$ cat src/rtl/rr_arbiter_8_pkg.sv
// rr_arbiter_8_pkg
// Shared definitions for the 8-way round-robin arbiter:
//   NREQ  - number of requesters
//   IDXW  - width of a requester index
//   CNTW  - width of the hold counter
//   arb_state_t - arbiter FSM states (idle / grant held)
//   rr_pick - rotating-priority search over a request vector
package rr_arbiter_8_pkg;

    localparam int NREQ = 8;
    localparam int IDXW = 3;
    localparam int CNTW = 4;

    typedef enum logic {
        ST_IDLE  = 1'b0,
        ST_GRANT = 1'b1
    } arb_state_t;

    // Returns the first set bit of req_vec when scanning start, start+1, ...
    // wrapping modulo NREQ. The vector is rotated so the search start lands
    // on bit 0, then a fixed lowest-bit-first priority finds the offset.
    // Callers only use the result when req_vec has at least one bit set.
    function automatic logic [IDXW-1:0] rr_pick(input logic [NREQ-1:0] req_vec,
                                               input logic [IDXW-1:0] start);
        logic [2*NREQ-1:0] doubled;
        logic [NREQ-1:0]   rotated;
        logic [IDXW-1:0]   offset;
        doubled = {req_vec, req_vec} >> start;
        rotated = doubled[NREQ-1:0];
        offset  = '0;
        for (int j = NREQ - 1; j >= 0; j--) begin
            if (rotated[j]) begin
                offset = IDXW'(j);
            end
        end
        return start + offset;
    endfunction

endpackage

$ cat src/rtl/rr_arbiter_8_dec3x8.sv
// rr_arbiter_8_dec3x8
// 3-to-8 decoder with enable, used to turn the registered winner index into
// the one-hot grant vector.
//   en  in  1      decoder enable; all outputs low when 0
//   w   in  3      selected output index
//   y   out [0:7]  one-hot output, y[w] high when en=1
module rr_arbiter_8_dec3x8 (
    input  logic       en,
    input  logic [2:0] w,
    output logic [0:7] y
);

    always_comb begin
        y = '0;
        if (en) begin
            y[w] = 1'b1;
        end
    end

endmodule

$ cat src/rtl/rr_arbiter_8.sv
// rr_arbiter_8
// Round-robin arbiter sharing one resource between 8 requesters. The winner
// index and a valid flag are registered; the one-hot grant is decoded from
// those registers only, so it can never glitch or show more than one bit.
// A holder may keep the grant for at most MAX_HOLD consecutive cycles while
// anyone else is waiting (MAX_HOLD legal range 1..15).
//   clk        in   1      rising-edge clock
//   rst        in   1      asynchronous reset, active-high
//   req        in   8      req[k]=1: requester k wants the resource (level)
//   grant      out  [0:7]  one-hot grant, grant[k] <-> requester k
//   gnt_valid  out  1      high while a grant is active
//   gnt_idx    out  3      index of current holder, valid when gnt_valid=1
module rr_arbiter_8
    import rr_arbiter_8_pkg::*;
#(
    parameter int MAX_HOLD = 4
) (
    input  logic            clk,
    input  logic            rst,
    input  logic [NREQ-1:0] req,
    output logic [0:NREQ-1] grant,
    output logic            gnt_valid,
    output logic [IDXW-1:0] gnt_idx
);

    arb_state_t      state,    state_n;
    logic [IDXW-1:0] ptr,      ptr_n;
    logic [IDXW-1:0] idx_n;
    logic [CNTW-1:0] hold_cnt, cnt_n;

    logic [NREQ-1:0] holder_mask;
    logic [NREQ-1:0] others_req;
    logic            others;
    logic            last_slot;

    // Requests from everyone except the current holder; a release never
    // hands the grant straight back to the requester that just gave it up.
    assign holder_mask = NREQ'(1) << gnt_idx;
    assign others_req  = req & ~holder_mask;
    assign others      = |others_req;
    assign last_slot   = (hold_cnt == CNTW'(MAX_HOLD - 1));

    assign gnt_valid = (state == ST_GRANT);

    // State, search pointer, winner index and hold counter registers.
    always_ff @(posedge clk or posedge rst) begin
        if (rst) begin
            state    <= ST_IDLE;
            ptr      <= '0;
            gnt_idx  <= '0;
            hold_cnt <= '0;
        end else begin
            state    <= state_n;
            ptr      <= ptr_n;
            gnt_idx  <= idx_n;
            hold_cnt <= cnt_n;
        end
    end

    // Next-state logic. A release (voluntary, or forced once the hold budget
    // is spent while others wait) moves the search start past the holder and
    // hands over in the same edge so back-to-back grants have no idle bubble.
    // A lone holder that exhausts its budget just restarts the counter.
    always_comb begin
        state_n = state;
        ptr_n   = ptr;
        idx_n   = gnt_idx;
        cnt_n   = hold_cnt;
        case (state)
            ST_IDLE: begin
                if (|req) begin
                    idx_n   = rr_pick(req, ptr);
                    cnt_n   = '0;
                    state_n = ST_GRANT;
                end
            end
            ST_GRANT: begin
                if (!req[gnt_idx] || (last_slot && others)) begin
                    ptr_n = gnt_idx + IDXW'(1);
                    if (others) begin
                        idx_n = rr_pick(others_req, gnt_idx + IDXW'(1));
                        cnt_n = '0;
                    end else begin
                        state_n = ST_IDLE;
                    end
                end else if (last_slot) begin
                    cnt_n = '0;
                end else begin
                    cnt_n = hold_cnt + CNTW'(1);
                end
            end
            default: begin
                state_n = ST_IDLE;
            end
        endcase
    end

    rr_arbiter_8_dec3x8 u_dec (
        .en (gnt_valid),
        .w  (gnt_idx),
        .y  (grant)
    );

endmodule
$ cat config.mk
export PLATFORM = sky130hd
export DESIGN_NAME = rr_arbiter_8
export DESIGN_NICKNAME = d
export VERILOG_FILES = /design/src/rtl/rr_arbiter_8_pkg.sv /design/src/rtl/rr_arbiter_8_dec3x8.sv /design/src/rtl/rr_arbiter_8.sv
export SDC_FILE = /design/constraint.sdc
export NUM_CORES = 1
export LEC_CHECK = 0
export BUFFER_PORTS_ARGS = -buffer_cell sky130_fd_sc_hd__buf_2
export CAP_MARGIN = 10
export CELL_PAD_IN_SITES_DETAIL_PLACEMENT = 0
export CELL_PAD_IN_SITES_GLOBAL_PLACEMENT = 1
export CORE_MARGIN = 1.5
export CORE_UTILIZATION = 35
export DETAILED_ROUTE_END_ITERATION = 6
export GPL_ROUTABILITY_DRIVEN = 1
export PLACE_DENSITY = 0.64
export SYNTH_ARGS = -nofsm -noshare
export SYNTH_HDL_FRONTEND = slang
export SYNTH_SLANG_ARGS = --single-unit
$ cat constraint.sdc
create_clock -name clk -period 3.6 [get_ports clk]
set_input_delay 0.36 -clock clk [delete_from_list [all_inputs] [get_ports clk]]
set_output_delay 0.36 -clock clk [all_outputs]
set_load 0.005 [all_outputs]
==> Implementation_results.wiki <==
{| class="wikitable"
! Metric !! Value
|-
| Via count of the routed design || between 1500 and 2000
|-
| Synthesized area per cell || approximately 9.4 um2
|-
| Synth area leader || sky130_fd_sc_hd__mux4_2
|-
| Fin Clk Skew || approximately 0.0013 ns
|-
| Count of distinct cell types in the synthesized netlist || 50
|-
| End of the worst register-to-register path || gnt_idx[2]
|-
| Final critical path time including I/O delays and setup || 3.45 ns
|-
| Run status || completed
|-
| DP HPWL || approximately 3.5 mm
|-
| DRC violation total after the first TritonRoute iteration || 85
|-
| Portion of the post-synthesis area used by sequential elements || 0.152
|-
| Maximum number of pins on one net before global-route repair || 21
|-
| Startpoint type of the worst setup path || flip-flop
|-
| Die Outline Area || ~0.0056 mm2
|-
| Via-per-instance ratio || 5.73
|-
| Syn_nets || about 210
|-
| Synthesis Warnings || 0
|-
| Floorplan core area || ~0.0048 mm2
|-
| H-tree levels || 1
|-
| Clock tree from TritonCTS || done
|-
| Max Clk Rate || approximately 290 MHz
|-
| Routed Wire Length || 4.51 mm
|-
| Max stage delay cell, worst path || sky130_fd_sc_hd__mux4_2
|-
| Synthesized instance count || 193
|-
| Top cell type's share of synthesized area || 0.199
|-
| Synth Flop Type || sky130_fd_sc_hd__dfrtp_1
|-
| Synth Register Bits || 11
|-
| Clock Tree Root || sky130_fd_sc_hd__clkbuf_8
|-
| Antenna Nets Post-Route || 0
|-
| Die extent in y || approximately 75 um
|-
| Post-CTS Repair Setup Buffers || 0
|-
| Number of buffers inserted during clock tree synthesis || 3
|-
| Final critical-path share of the clock period || 0.958
|-
| Post-synthesis async set-or-reset flop share || 1.00
|-
| I/O pins || 22
|-
| Placer's final routability congestion estimate || 0.935
|-
| Critical Path, Cell by Cell || buf_4, mux2_2, a21bo_1, mux4_2, nor2b_1, o21ba_1, o21bai_1, a21oi_1, ha_1, fa_1, xor2_1, xnor2_1, o21ai_1
|-
| WL/cell || 16.2 um
|-
| Worst reg-to-reg setup slack || ~0.15 ns
|-
| Share of final-layout standard cells stronger than drive strength 1 || 0.283
|-
| Buffer depth of the longest clock path || 2
|-
| Number of antenna violations at the first check in global routing || 0
|-
| Gr usage total || 0.176
|-
| Number of antenna repair diodes || 0
|-
| Pre-antenna DRT Iters || 4
|-
| Number of DRC violations after detailed routing || 0
|-
| Worst slew slack as a fraction of its limit || 0.677
|-
| Top cells by instance count after synthesis || sky130_fd_sc_hd__nand2_1 (20), sky130_fd_sc_hd__mux4_2 (16), sky130_fd_sc_hd__nor2_1 (16), sky130_fd_sc_hd__dfrtp_1 (11)
|-
| Effective utilization at floorplan || 0.373
|-
| Count of flip-flops with a built-in enable after synthesis || 0
|-
| IO buf count || 21
|-
| Floorplan row count || 25
|-
| Clk sink count || 11
|-
| Cells on worst reg2reg path || 13
|-
| Class of the tightest hold or removal check || primary input to async pin
|-
| Count of endpoints failing setup in the final report || 0
|-
| Number of max-slew violations in the final report || 0
|-
| Unrepaired setup endpoints after global routing || false
|-
| Setup Total Neg Slack || 0 ns
|-
| Crit path arrival time || about 3.6 ns
|-
| Number of hold violations in the final report || 0
|-
| Most frequent cell after synthesis || sky130_fd_sc_hd__nand2_1
|-
| Wire length of the first global-routing pass || approximately 7.6 mm
|-
| Count of max-cap constraint violations || 0
|-
| Cell area after technology mapping || around 0.0018 mm2
|-
| Crit path required time || 3.72 ns
|-
| Number of nets in the layout || approximately 230
|-
| Path type of the worst setup path || flip-flop to flip-flop
|-
| Beginning of the worst register-to-register path || gnt_idx[0]
|-
| Vias in the first global route || 1600
|-
| Largest fanout of any net on the critical path || 20
|-
| Kind of end point of the critical path || flip-flop
|-
| Top area cells in the synthesized netlist || sky130_fd_sc_hd__mux4_2 (20%), sky130_fd_sc_hd__dfrtp_1 (15%), sky130_fd_sc_hd__ha_1 (6.2%)
|-
| P&R area growth vs syn || 11.5%
|-
| Filler cell count in the final layout || approximately 480
|-
| Chip Width || 74.9 um
|-
| Stage delay of the slowest cell on the critical path || about 0.48 ns
|-
| Grt total ovfl || 0
|-
| Clock latency on the worst-skew pair || roughly 0.24 ns
|-
| Worst-Margin Slew || between 0.4 and 0.5 ns
|-
| Clock transition at path regs || ~0.050 ns
|-
| Total of cells resized after clock tree synthesis || 0
|-
| Hold buffer count at CTS || 0
|}
[registers in the layout, summed over array words and instances (netlist names)]
name and cells:
hold_cnt 4, gnt_idx 3, ptr 3, gnt_valid 1
[kinds of logic (layout without fill, tap and decap cells)]
logic type	after synthesis	count (layout)	share of synthesized area
AO/OA/AOI/OAI	42	42	0.167
XOR/XNOR	5	5	0.0242
adder cells (fa/ha/maj)	11	11	0.0843
buffers and inverters	25	44	0.0753
flip-flops	11	11	0.152
multiplexers	35	35	0.328
AND/OR/NAND/NOR	64	64	0.169
[layout make-up]
class | count | area (um2) | share of cell area
inverters | 10 | 37.5 | 0.0186
clock buffers | 4 | 45.0 | 0.0223
flip-flops and latches | 11 | 278 | 0.138
repair buffers | 30 | 173 | 0.0856
multi-input cells | 157 | 1400 | 0.694
well taps | 67 | 83.8 | 0.0415
[cells in the final DEF (no fill, tap or decap), types with 3 or more instances in the layout]
cell type / synthesis / routed
sky130_fd_sc_hd__a21boi_0: 3 / 3
sky130_fd_sc_hd__a21oi_1: 7 / 7
sky130_fd_sc_hd__buf_2: 0 / 21
sky130_fd_sc_hd__buf_4: 3 / 9
sky130_fd_sc_hd__clkbuf_8: 0 / 3
sky130_fd_sc_hd__dfrtp_1: 11 / 9
sky130_fd_sc_hd__ha_1: 9 / 9
sky130_fd_sc_hd__inv_1: 9 / 9
sky130_fd_sc_hd__mux2_1: 3 / 3
sky130_fd_sc_hd__mux2_2: 5 / 5
sky130_fd_sc_hd__mux2i_1: 9 / 9
sky130_fd_sc_hd__mux4_2: 16 / 16
sky130_fd_sc_hd__nand2_1: 20 / 20
sky130_fd_sc_hd__nand2b_1: 7 / 7
sky130_fd_sc_hd__nor2_1: 16 / 16
sky130_fd_sc_hd__nor2b_1: 4 / 3
sky130_fd_sc_hd__nor3_1: 6 / 6
sky130_fd_sc_hd__o21ai_0: 8 / 8
sky130_fd_sc_hd__o21ai_1: 3 / 3
sky130_fd_sc_hd__xor2_1: 3 / 3
[critical path: cells and delay by family, from the launching register on]
kind	cells	cell delay (ns)
compound gates	5	0.69
xor+xnor	2	0.34
fa+ha+maj	2	0.57
buf+inv	1	0.27
flops	1	0.43
mux	2	0.88
simple gates	1	0.15
[per-layer routing]
metal | up-vias | track usage | wire length [um]
met1 | 798 | 0.235 | 2090
met3 | 4 | 0.0161 | 119
met2 | 36 | 0.310 | 2270
met5 | - | 0 | 0
met4 | 0 | 0.0384 | 34
li1 | 761 | - | -
[worst max-delay path by stage]
stage,startpoint,end,slack (ns),depth (start not counted)
floorplan,gnt_idx[0],gnt_idx[2],0.03,17
global placement,gnt_idx[0],gnt_idx[2],0.22,13
detailed placement,gnt_idx[0],gnt_idx[2],0.11,14
CTS,gnt_idx[0],gnt_idx[2],0.1,14
global route,gnt_idx[0],gnt_idx[2],0.0001,13
finish,gnt_idx[0],gnt_idx[2],0.15,13
[stage by stage]
step	hold slack [ns]	instance area, um2	cells	util	worst slack, ns
2_1_floorplan	0.212	1810	193	-	0.0320
3_3_place_gp	0.362	1970	275	0.406	0.224
3_5_place_dp	0.368	1970	275	0.406	0.114
4_1_cts	0.119	2010	279	0.415	0.0968
5_1_grt	0.144	2020	279	0.416	0.000128
6_report	0.101	2020	279	0.416	0.149
Power is left out: the tool's default activity adds up to more than one toggle a clock period on the data nets, which glitch-free logic cannot reach.
